--- src/rtl/lc3_wb_ctrl_pkg.sv ---
// Shared types and helpers for the LC3 writeback controller: opcodes,
// writeback source encodings, FSM states and opcode classification.
package lc3_wb_ctrl_pkg;

   localparam int unsigned OPW  = 4;
   localparam int unsigned DRW  = 3;
   localparam int unsigned WCW  = 2;
   localparam int unsigned CNTW = 16;

   localparam logic [OPW-1:0] OP_BR   = 4'b0000;
   localparam logic [OPW-1:0] OP_ADD  = 4'b0001;
   localparam logic [OPW-1:0] OP_LD   = 4'b0010;
   localparam logic [OPW-1:0] OP_ST   = 4'b0011;
   localparam logic [OPW-1:0] OP_JSR  = 4'b0100;
   localparam logic [OPW-1:0] OP_AND  = 4'b0101;
   localparam logic [OPW-1:0] OP_LDR  = 4'b0110;
   localparam logic [OPW-1:0] OP_STR  = 4'b0111;
   localparam logic [OPW-1:0] OP_RTI  = 4'b1000;
   localparam logic [OPW-1:0] OP_NOT  = 4'b1001;
   localparam logic [OPW-1:0] OP_LDI  = 4'b1010;
   localparam logic [OPW-1:0] OP_STI  = 4'b1011;
   localparam logic [OPW-1:0] OP_JMP  = 4'b1100;
   localparam logic [OPW-1:0] OP_RES  = 4'b1101;
   localparam logic [OPW-1:0] OP_LEA  = 4'b1110;
   localparam logic [OPW-1:0] OP_TRAP = 4'b1111;

   localparam logic [WCW-1:0] WB_ALU = 2'd0;
   localparam logic [WCW-1:0] WB_MEM = 2'd1;
   localparam logic [WCW-1:0] WB_PC  = 2'd2;

   typedef enum logic [2:0] {
      S_IDLE, S_EXEC, S_IND_RD, S_MEM_RD, S_MEM_WR, S_WB
   } state_e;

   typedef enum logic [2:0] {
      CLS_NONE, CLS_ALU, CLS_LEA, CLS_LOAD, CLS_LOAD_IND, CLS_STORE, CLS_STORE_IND
   } op_class_e;

   function automatic op_class_e classify(input logic [OPW-1:0] op);
      case (op)
         OP_ADD, OP_AND, OP_NOT:                        classify = CLS_ALU;
         OP_LEA:                                        classify = CLS_LEA;
         OP_LD, OP_LDR:                                 classify = CLS_LOAD;
         OP_LDI:                                        classify = CLS_LOAD_IND;
         OP_ST, OP_STR:                                 classify = CLS_STORE;
         OP_STI:                                        classify = CLS_STORE_IND;
         OP_BR, OP_JSR, OP_RTI, OP_JMP, OP_RES, OP_TRAP: classify = CLS_NONE;
         default:                                       classify = CLS_NONE;
      endcase
   endfunction

   function automatic logic [WCW-1:0] wb_source(input op_class_e cls);
      case (cls)
         CLS_ALU: wb_source = WB_ALU;
         CLS_LEA: wb_source = WB_PC;
         default: wb_source = WB_MEM;
      endcase
   endfunction

endpackage

--- src/rtl/lc3_mem_wait_timer.sv ---
// Per-access memory wait counter; flags expiry on the last allowed cycle
// unless the ack arrives in that same cycle.
module lc3_mem_wait_timer #(
   parameter int unsigned TIMEOUT = 16
) (
   input  logic clk,
   input  logic rst,
   input  logic start,
   input  logic run,
   input  logic ack,
   output logic expired
);

   localparam int unsigned CW = 8;

   logic [CW-1:0] cnt;

   // Counts cycles already spent waiting in the current memory state.
   always_ff @(posedge clk) begin
      if (rst || start || ack) begin
         cnt <= '0;
      end else if (run) begin
         cnt <= cnt + CW'(1);
      end
   end

   assign expired = run && !ack && (cnt == CW'(TIMEOUT - 1));

endmodule

--- src/rtl/lc3_writeback_controller.sv ---
// LC3 writeback sequencer: runs execute latency and memory phases for one
// instruction at a time, then issues a single writeback strobe.
module lc3_writeback_controller
   import lc3_wb_ctrl_pkg::*;
#(
   parameter int unsigned EXEC_LAT    = 1,
   parameter int unsigned MEM_TIMEOUT = 16
) (
   input  logic            clk,
   input  logic            rst,
   input  logic            instr_valid,
   output logic            instr_ready,
   input  logic [OPW-1:0]  opcode,
   input  logic [DRW-1:0]  dr_in,
   input  logic            mem_ack,
   output logic            mem_req,
   output logic            mem_we,
   output logic            mem_ind,
   output logic            enable_writeback,
   output logic [WCW-1:0]  w_control,
   output logic [DRW-1:0]  dr,
   output logic            mem_err,
   output logic [CNTW-1:0] wb_count
);

   localparam int unsigned EXW = 3;

   state_e         state;
   op_class_e      cls;
   op_class_e      acc_cls;
   logic [DRW-1:0] dr_lat;
   logic [EXW-1:0] exec_cnt;
   logic           in_mem;
   logic           mem_start;
   logic           timer_exp;

   assign instr_ready = (state == S_IDLE) && !rst;
   assign acc_cls     = classify(opcode);
   assign in_mem      = (state == S_IND_RD) || (state == S_MEM_RD) || (state == S_MEM_WR);
   assign mem_start   = instr_ready && instr_valid &&
                        ((acc_cls == CLS_LOAD) || (acc_cls == CLS_LOAD_IND) ||
                         (acc_cls == CLS_STORE) || (acc_cls == CLS_STORE_IND));

   lc3_mem_wait_timer #(.TIMEOUT(MEM_TIMEOUT)) u_timer (
      .clk     (clk),
      .rst     (rst),
      .start   (mem_start),
      .run     (in_mem),
      .ack     (mem_ack),
      .expired (timer_exp)
   );

   always_ff @(posedge clk) begin
      if (rst) begin
         state            <= S_IDLE;
         cls              <= CLS_NONE;
         dr_lat           <= '0;
         exec_cnt         <= '0;
         mem_req          <= 1'b0;
         mem_we           <= 1'b0;
         mem_ind          <= 1'b0;
         enable_writeback <= 1'b0;
         w_control        <= WB_ALU;
         dr               <= '0;
         mem_err          <= 1'b0;
         wb_count         <= '0;
      end else begin
         enable_writeback <= 1'b0;
         mem_err          <= 1'b0;
         // Expiry already excludes a same-cycle ack, so ack wins.
         if (timer_exp) begin
            state   <= S_IDLE;
            mem_req <= 1'b0;
            mem_we  <= 1'b0;
            mem_ind <= 1'b0;
            mem_err <= 1'b1;
         end else begin
            case (state)
               S_IDLE: begin
                  if (instr_valid) begin
                     cls      <= acc_cls;
                     dr_lat   <= dr_in;
                     exec_cnt <= '0;
                     case (acc_cls)
                        CLS_ALU, CLS_LEA: state <= S_EXEC;
                        CLS_LOAD: begin
                           state   <= S_MEM_RD;
                           mem_req <= 1'b1;
                        end
                        CLS_LOAD_IND, CLS_STORE_IND: begin
                           state   <= S_IND_RD;
                           mem_req <= 1'b1;
                           mem_ind <= 1'b1;
                        end
                        CLS_STORE: begin
                           state   <= S_MEM_WR;
                           mem_req <= 1'b1;
                           mem_we  <= 1'b1;
                        end
                        default: state <= S_IDLE;
                     endcase
                  end
               end
               S_EXEC: begin
                  if (exec_cnt == EXW'(EXEC_LAT - 1)) begin
                     state            <= S_WB;
                     enable_writeback <= 1'b1;
                     w_control        <= wb_source(cls);
                     dr               <= dr_lat;
                  end else begin
                     exec_cnt <= exec_cnt + EXW'(1);
                  end
               end
               S_IND_RD: begin
                  // Pointer fetched; mem_req stays high into the second access.
                  if (mem_ack) begin
                     mem_ind <= 1'b0;
                     if (cls == CLS_LOAD_IND) begin
                        state <= S_MEM_RD;
                     end else begin
                        state  <= S_MEM_WR;
                        mem_we <= 1'b1;
                     end
                  end
               end
               S_MEM_RD: begin
                  if (mem_ack) begin
                     state            <= S_WB;
                     mem_req          <= 1'b0;
                     enable_writeback <= 1'b1;
                     w_control        <= wb_source(cls);
                     dr               <= dr_lat;
                  end
               end
               S_MEM_WR: begin
                  if (mem_ack) begin
                     state   <= S_IDLE;
                     mem_req <= 1'b0;
                     mem_we  <= 1'b0;
                  end
               end
               S_WB: begin
                  state    <= S_IDLE;
                  wb_count <= wb_count + CNTW'(1);
               end
               default: state <= S_IDLE;
            endcase
         end
      end
   end

endmodule

--- config.mk ---
export PLATFORM = sky130hd
export DESIGN_NAME = lc3_writeback_controller
export DESIGN_NICKNAME = d
export VERILOG_FILES = /design/src/rtl/lc3_wb_ctrl_pkg.sv /design/src/rtl/lc3_mem_wait_timer.sv /design/src/rtl/lc3_writeback_controller.sv
export SDC_FILE = /design/constraint.sdc
export NUM_CORES = 1
export LEC_CHECK = 0
export CORE_MARGIN = 4
export CORE_UTILIZATION = 47
export CTS_CLUSTER_DIAMETER = 40
export DETAILED_ROUTE_END_ITERATION = 12
export MAX_ROUTING_LAYER = met4
export PLACE_DENSITY = 0.73
export SLEW_MARGIN = 40
export SYNTH_ARGS = -nofsm -noshare
export SYNTH_HDL_FRONTEND = slang
export SYNTH_SLANG_ARGS = --single-unit
--- constraint.sdc ---
create_clock -name clk -period 1.9 [get_ports clk]
set_input_delay 0.19 -clock clk [delete_from_list [all_inputs] [get_ports clk]]
set_output_delay 0.19 -clock clk [all_outputs]
set_load 0.005 [all_outputs]
; Word level (Yosys, flattened, before mapping)
; Memories as Yosys holds them, arrays and structs flattened.
; Index checks and enable logic that the tools add are counted.
[op_classes]
add_sub_neg = 3
eq_ne = 26
mux = 34
bitwise = 1
n_reduce_logical = 34
[ops]
columns = op, count
row1 = $mux 3, 10
row2 = $eq 3x3->1 const B, 6
row3 = $add 16x1->16 const B, 1
row4 = $ne 2x2->1 const B, 8
row5 = $reduce_and 4->1, 4
row6 = $eq 3x2->1 const B, 5
row7 = $pmux 3 s5, 1
row8 = $mux 1, 12
row9 = $pmux 3 s2, 2
row10 = $pmux 3 s4, 1
row11 = $eq 3x1->1 const B, 3
row12 = $add 8x1->8 const B, 1
row13 = $eq 8x4->1 const B, 1
row14 = $pmux 2 s2, 2
row15 = $reduce_bool 2->1, 4
row16 = $reduce_or 2->1, 4
row17 = $logic_or 1x1->1, 7
row18 = $logic_not 3->1, 2
row19 = $ne 2x1->1 const B, 3
row20 = $pmux 1 s2, 3
row21 = $reduce_and 6->1, 1
row22 = $logic_and 1x1->1, 5
row23 = $reduce_and 5->1, 1
row24 = $mux 2, 2
row25 = other kinds (8), 9
[word_totals]
reg_bits = 46
rom_bits = 48
in_bits = 11
out_inout_bits = 27
word_cells = 112
n_memories = 1
[mem_list]
columns = name, depth, width, rd, rd_clocked_by_memory_dff, write_ports, line_no
row1 = (name not given), 16, 3, 1, 0, 0, lc3_wb_ctrl_pkg.sv:40  ; case (op)

; Longest topological paths before layout
; An unclocked memory read counts as a cell.
[depth]
depth_word = 8
mapped_depth = 7
mapped_depth_nobuf = 6

; By module
; From an unflattened synthesis, not the netlist that was laid out.
[unflattened]
cells_unflattened = 261
area_unflattened_um2 = 2189.6
[modules_own_cells]
columns = mod, instances, cells_per_inst, area_per_inst_um2, seq_area_each_um2
row1 = lc3_writeback_controller, 1, 221, 1831.8, 760.7
row2 = lc3_mem_wait_timer, 1, 40, 357.8, 160.2

; Least setup slack after synthesis
; OpenSTA, ideal clock, no wires.
[synth_path]
path_type = register -> register
startpoint = reg exec_cnt[0]
endpoint = reg w_control[1]
arrival_time_ns = 1.883
required_ns = 1.830
path_slack_ns = -0.053
stages_incl_launch_ff = 8
period_less_slack_ns = 1.953
cell_sequence = dfxtp_1 inv_1 ha_1 or3b_1 a211o_1 buf_6 or4b_1 a21oi_1
[synth_via]
elab_chain_len = 3
[synth_lines]
columns = element, line_no
row1 = start: declaration, lc3_writeback_controller.sv:32  ; logic [EXW-1:0] exec_cnt;
row2 = start signal: assignment, lc3_writeback_controller.sv:111  ; exec_cnt <= exec_cnt + EXW'(1);
row3 = $logic_not 3->1, lc3_writeback_controller.sv:105  ; if (exec_cnt == EXW'(EXEC_LAT - 1)) begin
row4 = $ne 2x2->1 (no line), -
row5 = $reduce_and 4->1 (no line), -
row6 = end signal: assignment, lc3_writeback_controller.sv:108  ; w_control <= wb_source(cls);
row7 = end signal: assignment, lc3_writeback_controller.sv:131  ; w_control <= wb_source(cls);
row8 = end: declaration, lc3_writeback_controller.sv:20  ; output logic [WCW-1:0] w_control,
; Every way passes these cells.
; A chain may end at the register's enable or synchronous reset.

; Final worst setup path
[layout_path]
startpoint = reg exec_cnt[1]
endpoint = reg w_control[1]
; The elaborated chain is that of the path after synthesis.

==> flow_summary_export.csv <==
group,metric,value,unit
yosys,synth_area_per_cell,8.569,µm²
yosys,yosysTopAreaCell,"dfxtp_1",
floorplan,die_y,76.45,µm
cts,cts_buffers,5,
setup_path,setup.worst_path.start_class,"register",
cts,cts.root.buffer_cell,"clkbuf_8",
cts,cts.sinks,46,
cts,clockBufferDepth,2,
floorplan,initial_utilization,0.4955,
yosys,ys_seq_elements,46,
yosys,synth_area_leaders,"dfxtp_1, xnor2_1, nand2_1",
yosys,netlist_area,0.002202,mm²
yosys,synthTopCellsByCount,"dfxtp_1, nand2_1, nor2_1",
power_and_ir_drop,p_leak,1.025,nW
place,gp_congestion,0.8683,
cts,cts_tree,"built",
setup_path,critPathSlowestCell,"or4b_4",
yosys,yosysWarnings,0,
grt,grt_use_total,0.1786,
power_and_ir_drop,vdd_drop_max,0.0006064,V
setup_path,worst-path-buf-inv,1,
cts,h-tree-depth,2,
sta,finalSetupViolations,0,
sta,tightest_slew,537.2,ps
yosys,synth_ff_type,"dfxtp_1",
yosys,async_reset_ff_frac,0,
grt,grt_pass1_vias,1856,
sta,fin_crit,1884,ps
yosys,synth_most_common_cell,"dfxtp_1",
yosys,yosysTopAreaCellShare,0.4182,
setup_path,crit_fanout,3,
layout,final_area,0.002856,mm²
sta,skew,4.610,ps
drt,wl_per_cell,13.34,µm
drt,drt.antenna.violating_nets,0,
drt,via_per_inst,5.496,
drt,firstDrtPassIters,4,
setup_path,worstPathRequired,2130,ps
setup_path,path_cells,"inv_2 > ha_4 > or3b_1 > a211o_1 > or4b_4 > a21oi_2",
floorplan,coreArea,0.004444,mm²
place,postPlaceCellArea,0.002731,mm²
outcome,outcome,"complete, no violations",
drt,drt-total-wl,4815,µm
yosys,syn_nets,272,
setup_path,worstPathArrival,2120,ps
sta,relSlewSlack,0.6381,
floorplan,die_area,0.005845,mm²
power_and_ir_drop,total_power,0.002061,W
setup_path,slowest_delay,540,ps
worst_hold_path,hp-start,"dr_in[0]",
grt,grt-ovfl-total,0,
yosys,ys_seq_area_frac,0.4182,
layout,fin_nets,323,
sta,min_period_over_period,0.9917,
sta,rsz0062_at_grt,"yes",
yosys,synth-edff-count,0,
grt,antenna_found_initial,0,
worst_hold_path,hp-class,"in2reg",
floorplan,pin_count,38,
cts,clk_pin_slew,90,ps
layout,diodes,0,
setup_path,critPathKind,"reg2reg",
yosys,syn-instance-count,257,
floorplan,num_rows,24,
sta,final-hold-violation-count,0,
yosys,synth_cell_types,47,
drt,drt-initial-drc-count,80,
place,dp_hpwl,3570,µm
setup_path,rrSetupSlack,20,ps
layout,nFillCells,387,
sta,hold_ws,433.5,ps
setup_path,startpoint,"exec_cnt[1]$_SDFFE_PP0P_",
grt,grt_max_degree,30,
sta,max_freq,530.7,MHz
layout,layout-drive-gt1-share,0.1327,
place,io_buffers,37,
setup_path,end_kind,"register",
cts,clock_latency,300,ps
flow_run,max_cap_violations,0,
drt,via_count,1984,
setup_path,worstReg2RegStart,"exec_cnt[1]$_SDFFE_PP0P_",
setup_path,crit_family,"simple AND/OR/NAND/NOR gates",
drt,drcViolationCount,0,
floorplan,die_x,76.45,µm
power_and_ir_drop,power_density,721.4,mW/mm²
layout,areaGrowthSynthToFinish,29.72,%
grt,grt_pass1_wl,8473,µm
sta,maxSlewViolCount,0,
-- per-layer routing --
layer	global-route usage	share of wire
met1	0.2090	0.47
met5	-	0
met4	0.06884	0.021
met2	0.2979	0.47
met3	0.04019	0.040
-- what timing repair did --
action,in CTS,in global routing
hold buffers,0,0
gates resized for setup,1,3
endpoints found under the setup margin,1,2
buffers inserted,0,0
-- tightest hold or removal path, cell delays in order --
cell	delay [ps]
clkdlybuf4s50_1	390
nand2_1	60
a21oi_1	50
-- power by group --
group	switching, W	internal (W)
Clock	0.000336	0.000388
Sequential	0.0000326	0.000999
Combinational	0.000152	0.000153
-- registers in the layout, indices dropped and copies added, names as in the netlist --
| name | flops |
|---|---|
| mem_ind | 1 |
| dr | 3 |
| wb_count | 16 |
| dr_lat | 3 |
| exec_cnt | 3 |
| mem_err | 1 |
| enable_writeback | 1 |
| mem_we | 1 |
| cls | 3 |
| mem_req | 1 |
| w_control | 2 |
| u_timer.cnt | 8 |
| state | 3 |
-- placed cells by master, fill, tap and decap left out, types with 3 or more instances in the layout --
cell type,instances
a211oi_1,6
a21oi_1,15
buf_4,19
clkbuf_8,5
clkdlybuf4s50_1,36
dfxtp_1,44
ha_1,3
inv_1,7
mux2i_1,5
nand2_1,28
nand3_1,6
nand3b_1,3
nand4_1,7
nor2_1,26
nor2b_1,3
nor3_1,11
nor4_1,4
o2111ai_1,4
o21ai_0,9
or3_1,4
xnor2_1,13
xor2_1,8
-- cells by family (layout without fill, tap and decap cells) --
family | Yosys count | in the layout | share of synthesized area
buffers and inverters | 21 | 73 | 0.04432
adders and majority gates | 4 | 4 | 0.02273
DFF | 46 | 46 | 0.4182
xor gates and xnor gates | 21 | 21 | 0.08352
and+or+nand+nor | 109 | 109 | 0.2528
muxes | 5 | 5 | 0.02273
AOI/OAI and AO/OA | 51 | 51 | 0.1557
-- layout make-up --
cell class	count	area [µm²]	area share
Multi-Input combinational cell	190	1210	0.4236
Sequential cell	46	923.4	0.3233
Timing Repair Buffer	56	515.5	0.1805
Clock buffer	5	68.82	0.02409
Tap cell	52	65.06	0.02278
Clock inverter	3	40.04	0.01402
Inverter	9	33.78	0.01183
-- stage by stage --
| step | setup slack (ps) | TNS [ps] | utilization | std cells |
|---|---|---|---|---|
| 2_1_floorplan | 5.398 | 0 | - | 257 |
| 3_3_place_gp | 110.2 | 0 | 0.6146 | 353 |
| 3_5_place_dp | 32.34 | 0 | 0.6146 | 353 |
| 4_1_cts | 7.736 | 0 | 0.6405 | 361 |
| 5_1_grt | -45.75 | -45.75 | 0.6427 | 361 |
| 6_report | 15.69 | 0 | 0.6427 | 361 |
-- final timing paths --
kind | end | cells after the start
hold / removal | dr_lat[0]$_SDFFE_PP0P_ | 3
hold reg to reg | dr_lat[1]$_SDFFE_PP0P_ | 2
setup / recovery | w_control[1]$_SDFFE_PP0P_ | 6
setup reg to reg | w_control[1]$_SDFFE_PP0P_ | 6
No activity file was read; power rests on OpenSTA's default activity.
